--- config.mk ---
export PLATFORM = sky130hd
export DESIGN_NAME = fsa_header_seq
export DESIGN_NICKNAME = d
export VERILOG_FILES = /design/src/rtl/fsa_header_seq.sv
export SDC_FILE = /design/constraint.sdc
export NUM_CORES = 1
export LEC_CHECK = 0
export ABC_AREA = 0
export CAP_MARGIN = 20
export CORE_MARGIN = 1
export CORE_UTILIZATION = 51
export CTS_BUF_LIST = sky130_fd_sc_hd__clkbuf_16
export DETAILED_ROUTE_END_ITERATION = 7
export GPL_ROUTABILITY_DRIVEN = 0
export GPL_TIMING_DRIVEN = 0
export PLACE_DENSITY = 0.82
export SLEW_MARGIN = 20
export SYNTH_ARGS = -nofsm -noshare
export SYNTH_HDL_FRONTEND = slang
export SYNTH_SLANG_ARGS = --single-unit
--- constraint.sdc ---
create_clock -name clk -period 5.84 [get_ports clk]
set_input_delay 1.168 -clock clk [delete_from_list [all_inputs] [get_ports clk]]
set_output_delay 1.168 -clock clk [all_outputs]
set_load 0.05 [all_outputs]
--- src/rtl/fsa_header_seq.sv ---
// fsa_header_seq: per-frame sequencer running a reference pass, a scan pass, then capturing left/right header results.
// Ports:
//   clk, resetn                    clock, synchronous active-low reset
//   start, img_width               frame request and its column count (accepted only in IDLE)
//   busy                           high from accepted start until the result handshake
//   rd_en, rd_x, hM3, hM2          column read strobe, column index, reference/scan phase flags
//   wfirst, wlast                  first/last column markers qualified by rd_en
//   det_lft_*, det_rt_*            detector results, captured once after the pipeline drains
//   res_valid, res_ready, res_*    captured result presented on a valid/ready handshake
//   err_width                      one-cycle pulse when a start is rejected for img_width<2
module fsa_header_seq #(
  parameter int C_IMG_WW = 12,
  parameter int C_RD_LAT = 4
) (
  input  logic                clk,
  input  logic                resetn,
  input  logic                start,
  input  logic [C_IMG_WW-1:0] img_width,
  output logic                busy,
  output logic                rd_en,
  output logic [C_IMG_WW-1:0] rd_x,
  output logic                hM3,
  output logic                hM2,
  output logic                wfirst,
  output logic                wlast,
  input  logic                det_lft_valid,
  input  logic [C_IMG_WW-1:0] det_lft_x,
  input  logic                det_rt_valid,
  input  logic [C_IMG_WW-1:0] det_rt_x,
  output logic                res_valid,
  input  logic                res_ready,
  output logic                res_lft_valid,
  output logic [C_IMG_WW-1:0] res_lft_x,
  output logic                res_rt_valid,
  output logic [C_IMG_WW-1:0] res_rt_x,
  output logic                err_width
);
  localparam int CW = $clog2(C_RD_LAT + 2);
  typedef enum logic [2:0] {IDLE, REF, GAP, SCAN, DRAIN, CAP, OUT} state_t;
  state_t              state;
  logic [C_IMG_WW-1:0] w;
  logic [CW-1:0]       cnt;
  logic                last;
  logic                next_last;
  assign last      = rd_x == w - C_IMG_WW'(1);
  assign next_last = rd_x + C_IMG_WW'(1) == w - C_IMG_WW'(1);
  always_ff @(posedge clk) begin
    if (!resetn) begin
      state         <= IDLE;
      w             <= '0;
      cnt           <= '0;
      busy          <= 1'b0;
      rd_en         <= 1'b0;
      rd_x          <= '0;
      hM3           <= 1'b0;
      hM2           <= 1'b0;
      wfirst        <= 1'b0;
      wlast         <= 1'b0;
      res_valid     <= 1'b0;
      res_lft_valid <= 1'b0;
      res_lft_x     <= '0;
      res_rt_valid  <= 1'b0;
      res_rt_x      <= '0;
      err_width     <= 1'b0;
    end else begin
      err_width <= 1'b0;
      case (state)
        IDLE: begin
          if (start && img_width >= C_IMG_WW'(2)) begin
            state  <= REF;
            w      <= img_width;
            busy   <= 1'b1;
            rd_en  <= 1'b1;
            hM3    <= 1'b1;
            rd_x   <= '0;
            wfirst <= 1'b1;
            wlast  <= 1'b0;
          end else if (start) begin
            err_width <= 1'b1;
          end
        end
        REF, SCAN: begin
          if (last) begin
            state  <= state == REF ? GAP : DRAIN;
            rd_en  <= 1'b0;
            hM3    <= 1'b0;
            hM2    <= 1'b0;
            wfirst <= 1'b0;
            wlast  <= 1'b0;
            rd_x   <= '0;
            cnt    <= '0;
          end else begin
            rd_x   <= rd_x + C_IMG_WW'(1);
            wfirst <= 1'b0;
            wlast  <= next_last;
          end
        end
        GAP: begin
          if (cnt == CW'(C_RD_LAT - 1)) begin
            state  <= SCAN;
            rd_en  <= 1'b1;
            hM2    <= 1'b1;
            rd_x   <= '0;
            wfirst <= 1'b1;
            wlast  <= 1'b0;
          end else begin
            cnt <= cnt + CW'(1);
          end
        end
        DRAIN: begin
          if (cnt == CW'(C_RD_LAT)) state <= CAP;
          else cnt <= cnt + CW'(1);
        end
        CAP: begin
          state         <= OUT;
          res_valid     <= 1'b1;
          res_lft_valid <= det_lft_valid;
          res_lft_x     <= det_lft_valid ? det_lft_x : '0;
          res_rt_valid  <= det_rt_valid;
          res_rt_x      <= det_rt_valid ? det_rt_x : '0;
        end
        OUT: begin
          if (res_ready) begin
            state     <= IDLE;
            res_valid <= 1'b0;
            busy      <= 1'b0;
          end
        end
        default: state <= IDLE;
      endcase
    end
  end
endmodule
Yosys cells after proc, flatten, opt, wreduce, memory -nomap -nowiden. Index checks and enable logic that the tools add are counted.

Register bits after elaboration: 64. Latch bits: 0. RAM bits: 0. ROM bits: 0. Input bits: 42. Output and inout port bits: 46. Word-level logic and storage cells: 90. Memories: 0.

Add/sub/neg operators: 3. Multiply operators: 0. Div/mod/pow operators: 0. $lt $le $gt $ge: 1. Eq/ne operators: 17. Shift operators: 0. Multiplexer cells: 32. Bitwise logic cells: 2. Reductions and logical operators: 19.

Operators by type and width (number): $mux 12 (5); $pmux 12 s3 (1); $mux 3 (9); $eq 12x12->1 (2); $pmux 3 s6 (1); $ne 2x2->1 const B (7); $add 12x1->12 const B (1); $eq 3x3->1 const B (4); $ge 12x2->1 const B (1); $reduce_and 3->1 (4); $sub 12x1->12 const B (1); $eq 3x2->1 const B (3); $pmux 1 s3 (3); $pmux 3 s3 (1); $mux 1 (8); $pmux 1 s2 (4); $reduce_and 4->1 (2); $reduce_bool 2->1 (4); $reduce_bool 3->1 (2); $reduce_and 5->1 (1); $reduce_and 2->1 (2); $add 3x1->3 const B (1); $eq 3x1->1 const B (1); $logic_not 3->1 (1); 4 further kinds (5).

Longest topological paths before layout.
Word-level depth: 4. Depth in mapped cells: 11. Mapped depth without buffers: 9.

Worst setup path after synthesis. No wires, ideal clock.

Path type: input port to flip-flop. Start: input img_width[8]. End: register rd_x[6]. Library setup time: 0.089 ns. Data arrival time: 2.558 ns. Data required time: 5.751 ns. Path slack: 3.193 ns. Cell stages on the path: 8. Cell sequence: nor4_1 > nand3_1 > a22oi_1 > a21oi_1 > nor2b_1 > clkbuf_1 > a22oi_1 > o31ai_1.

Word-level cells in the longest chain between the ends: 4.

RTL lines: start, declared (line 18) `input logic [C_IMG_WW-1:0] img_width,`; $ge 12x2->1 (line 69) `if (start && img_width >= C_IMG_WW'(2)) begin`; $logic_and 1x1->1 (line 69); $ne 2x2->1 (no source line); $reduce_and 3->1 (no source line); end signal, assigned (line 93) `rd_x <= rd_x + C_IMG_WW'(1);`; end, declared (line 21) `output logic [C_IMG_WW-1:0] rd_x,`.

Every way passes these cells. A chain may end at the register's enable or synchronous reset.

Worst setup path in the final report.
Start: input img_width[5]. End: register rd_x[11].

Same word-level chain as after synthesis.

==> flow_summary_export.csv <==
group,metric,value,unit
global_routing,overflow,0,
worst_hold_path,worst_hold_path_type,"reg2reg",
global_routing,grt_first_pass_wirelength,15400,um
logic_synthesis,synthesis.area,3590,sq um
logic_synthesis,synth.yosys.warnings,0,
timing,timing.final.crit_period,3220,ps
global_routing,first_global_vias,3418,
finish,n_antenna_cell,0,
timing,maxSlewHeadroom,33.0,%
timing,grt_setup_unrepaired,"no",
placed_design,placed_cell_area,4570,sq um
detailed_routing,met3WireLength,706,um
logic_synthesis,avgSynthCellArea,8.54,sq um
logic_synthesis,postSynthRegisterBits,64,
detailed_routing,first_pass_iters,4,
clocking,clkTransAtPathRegs,50,ps
setup_path,worst-endpoint-arrival,3450,ps
setup_path,worst_setup_path_start_kind,"input port",
finish,layout-area-overhead-vs-synth,35.1,%
clocking,cts_hold_buffers,0,
clocking,cts_resized,0,
power,power_density,240,nW/um^2
finish,postLayoutCellArea,4850,sq um
timing,fmaxAchievable,310,MHz
logic_synthesis,netlist_top_cells_area,"sky130_fd_sc_hd__dfxtp_1, sky130_fd_sc_hd__nand2_1, sky130_fd_sc_hd__xnor2_1",
power,peakVddDrop,0.198,mV
detailed_routing,residual_antenna_violating_net_count_after_detailed_routing,0,
clocking,clock_tree.buffer_depth,2,
logic_synthesis,synth-seq-area-share,35.7,%
clocking,cts_setup_buffers,0,
power,p_leak,1.69,nW
flow_run,cap_viol_max_count,0,
floorplanning,rows,30,
clocking,cts.sink_count,64,
logic_synthesis,syn_inst,420,
logic_synthesis,yosys_most_used_dff,"sky130_fd_sc_hd__dfxtp_1",
worst_hold_path,worstHoldPathCells,2,
setup_path,worst_path_maximum_fanout,10,
logic_synthesis,yosysMostFrequentCell,"sky130_fd_sc_hd__dfxtp_1",
logic_synthesis,post_synth_edffs,0,
logic_synthesis,synth_top_area_share,35.7,%
clocking,clkLatencyLatePin,330,ps
logic_synthesis,synth_area_leader_cell,"sky130_fd_sc_hd__dfxtp_1",
logic_synthesis,synth.top_cells.by_count,"sky130_fd_sc_hd__dfxtp_1, sky130_fd_sc_hd__nand2_1, sky130_fd_sc_hd__nand3_1",
timing,final.period_utilization,55.2,%
detailed_routing,wirelength_met1,3670,um
floorplanning,die-height,85.9,um
detailed_routing,via_per_inst,5.39,
floorplanning,chipWidth,85.9,um
global_routing,largest_net_degree_at_the_start_of_global_routing,11,
finish,final_layout_size_suffix_gt1_share,9.40,%
timing,final_max_slew_viol_count,0,
global_routing,gr-usage-all-layers,26.8,%
setup_path,critPathKind,"in2reg",
floorplanning,floorplan.core_area,6790,sq um
logic_synthesis,synth.distinct_cells,66,
detailed_routing,top_layer_used,"met4",
clocking,htree_num_levels,3,
setup_path,ff2ff_path_depth,10,
detailed_routing,detail_route.wl_per_cell,15.0,um
timing,setup_total_negative_slack,0,ps
outcome,status,"completed",
clocking,clk_root_buffer_cell,"sky130_fd_sc_hd__clkbuf_16",
logic_synthesis,synth_async_sr_flop_share,0,%
setup_path,critPathCaptureType,"flip-flop",
detailed_routing,route.vias.total,3327,
placed_design,place.detailed.hpwl,6820,um
timing,hold_viol,0,
finish,filler_cell_count,534,
detailed_routing,drc,0,
clocking,cts-buffers-inserted,9,
timing,final.setup_skew,5.86,ps
global_routing,initial_antenna_violation_count,0,
placed_design,portBuffers,86,
finish,finalNetCount,564,
floorplanning,floorplan.initialDensity,52.8,%
floorplanning,num_io_pins,88,
detailed_routing,detail_route.iter0.violations,135,
clocking,cts_tree,"done",
floorplanning,design.die.area,7370,sq um
timing,final-setup-viol-count,0,
logic_synthesis,synth.net_count,467,
detailed_routing,wl,9230,um
detailed_routing,wl_met2,4670,um
timing,tightestPinTransition,997,ps
setup_path,worst_ep_required_time,6060,ps
==> per-layer routing <==
metal  GRT usage [%]  vias to the layer above
met2            47.2                      122
met4            11.1                        0
met3            9.14                       13
li1                -                     1655
met1            29.3                     1537
met5               0                        -
==> metrics by stage <==
step                hold slack [ps]  std cells  util [%]  power (mW)  worst slack (ps)
floorplan                       464        420         -       0.598              3190
global placement                447        602      67.2       0.656              2360
detailed placement              456        602      67.2       0.661              2330
CTS                             464        617      71.3        1.17              2640
global route                    484        617      71.3        1.21              2350
finish                          461        617      71.3        1.16              2620
==> power by group <==
| group | switching, mW | internal, mW | total, mW |
|---|---|---|---|
| logic | 0.100 | 0.0970 | 0.197 |
| registers | 0.0111 | 0.446 | 0.457 |
| clock network | 0.186 | 0.322 | 0.507 |
| total | 0.297 | 0.865 | 1.16 |
==> state kept, by name, summed over array words and instances, names as in the netlist <==
signal and flops:
res_rt_valid 1, hM3 1, res_rt_x 12, state 3, w 12, wfirst 1
wlast 1, rd_x 12, hM2 1, busy 1, cnt 3, err_width 1
res_valid 1, res_lft_valid 1, res_lft_x 12, rd_en 1
==> cell families after synthesis <==
| logic type | after synthesis | synth area share [%] |
|---|---|---|
| AOI/OAI and AO/OA | 82 | 17.8 |
| adders and majority gates | 5 | 1.74 |
| buffers and inverters | 46 | 6.07 |
| xor gates and xnor gates | 36 | 9.38 |
| and+or+nand+nor | 175 | 26.0 |
| muxes | 12 | 3.35 |
| DFF | 64 | 35.7 |
==> worst paths after layout <==
kind                             from                  endpoint  slack (ps)
min reg2reg  res_rt_x[0]$_SDFFE_PN0P_  res_rt_x[0]$_SDFFE_PN0P_         460
max reg2reg         w[0]$_SDFFE_PN0P_     rd_x[11]$_SDFFE_PN0P_        3170
min          res_rt_x[0]$_SDFFE_PN0P_  res_rt_x[0]$_SDFFE_PN0P_         460
max                      img_width[5]     rd_x[11]$_SDFFE_PN0P_        2620
==> cell usage in the layout (no fill, tap or decap), types with 7 or more instances in the layout <==
cell                              netlist  final
sky130_fd_sc_hd__clkbuf_1              17     17
sky130_fd_sc_hd__xnor2_1               23     23
sky130_fd_sc_hd__a21oi_1               10     10
sky130_fd_sc_hd__clkdlybuf4s50_1        0     86
sky130_fd_sc_hd__clkbuf_16              0      9
sky130_fd_sc_hd__nor2b_1               18     18
sky130_fd_sc_hd__o21ai_0                7      7
sky130_fd_sc_hd__nand2_1               54     54
sky130_fd_sc_hd__nand4_1                9      9
sky130_fd_sc_hd__nand3_1               36     36
sky130_fd_sc_hd__a21boi_0              26     26
sky130_fd_sc_hd__nor2_1                18     18
sky130_fd_sc_hd__mux2i_1               12     12
sky130_fd_sc_hd__xor2_1                11     11
sky130_fd_sc_hd__dfxtp_1               64     64
sky130_fd_sc_hd__inv_1                 18     19
==> critical path: stages <==
cell and delay, ps:
sky130_fd_sc_hd__clkdlybuf4s50_1 440, sky130_fd_sc_hd__nor4_1 310, sky130_fd_sc_hd__nand3_1 170, sky130_fd_sc_hd__a22oi_1 290, sky130_fd_sc_hd__a21oi_1 210, sky130_fd_sc_hd__nor2b_1 220
sky130_fd_sc_hd__clkbuf_1 390, sky130_fd_sc_hd__nand2_1 140, sky130_fd_sc_hd__o311ai_2 90
==> cell type report <==
type | count | area, sq um | area share (%)
tap | 96 | 120 | 2.48
inverter | 18 | 67.6 | 1.39
timing repair buffer | 86 | 861 | 17.8
buffer | 28 | 150 | 3.10
sequential | 64 | 1280 | 26.4
clock buffer | 9 | 225 | 4.65
clock inverter | 6 | 52.6 | 1.08
multi-input combinational | 310 | 2090 | 43.1
Note: power is estimated with default switching activity, not from simulation.
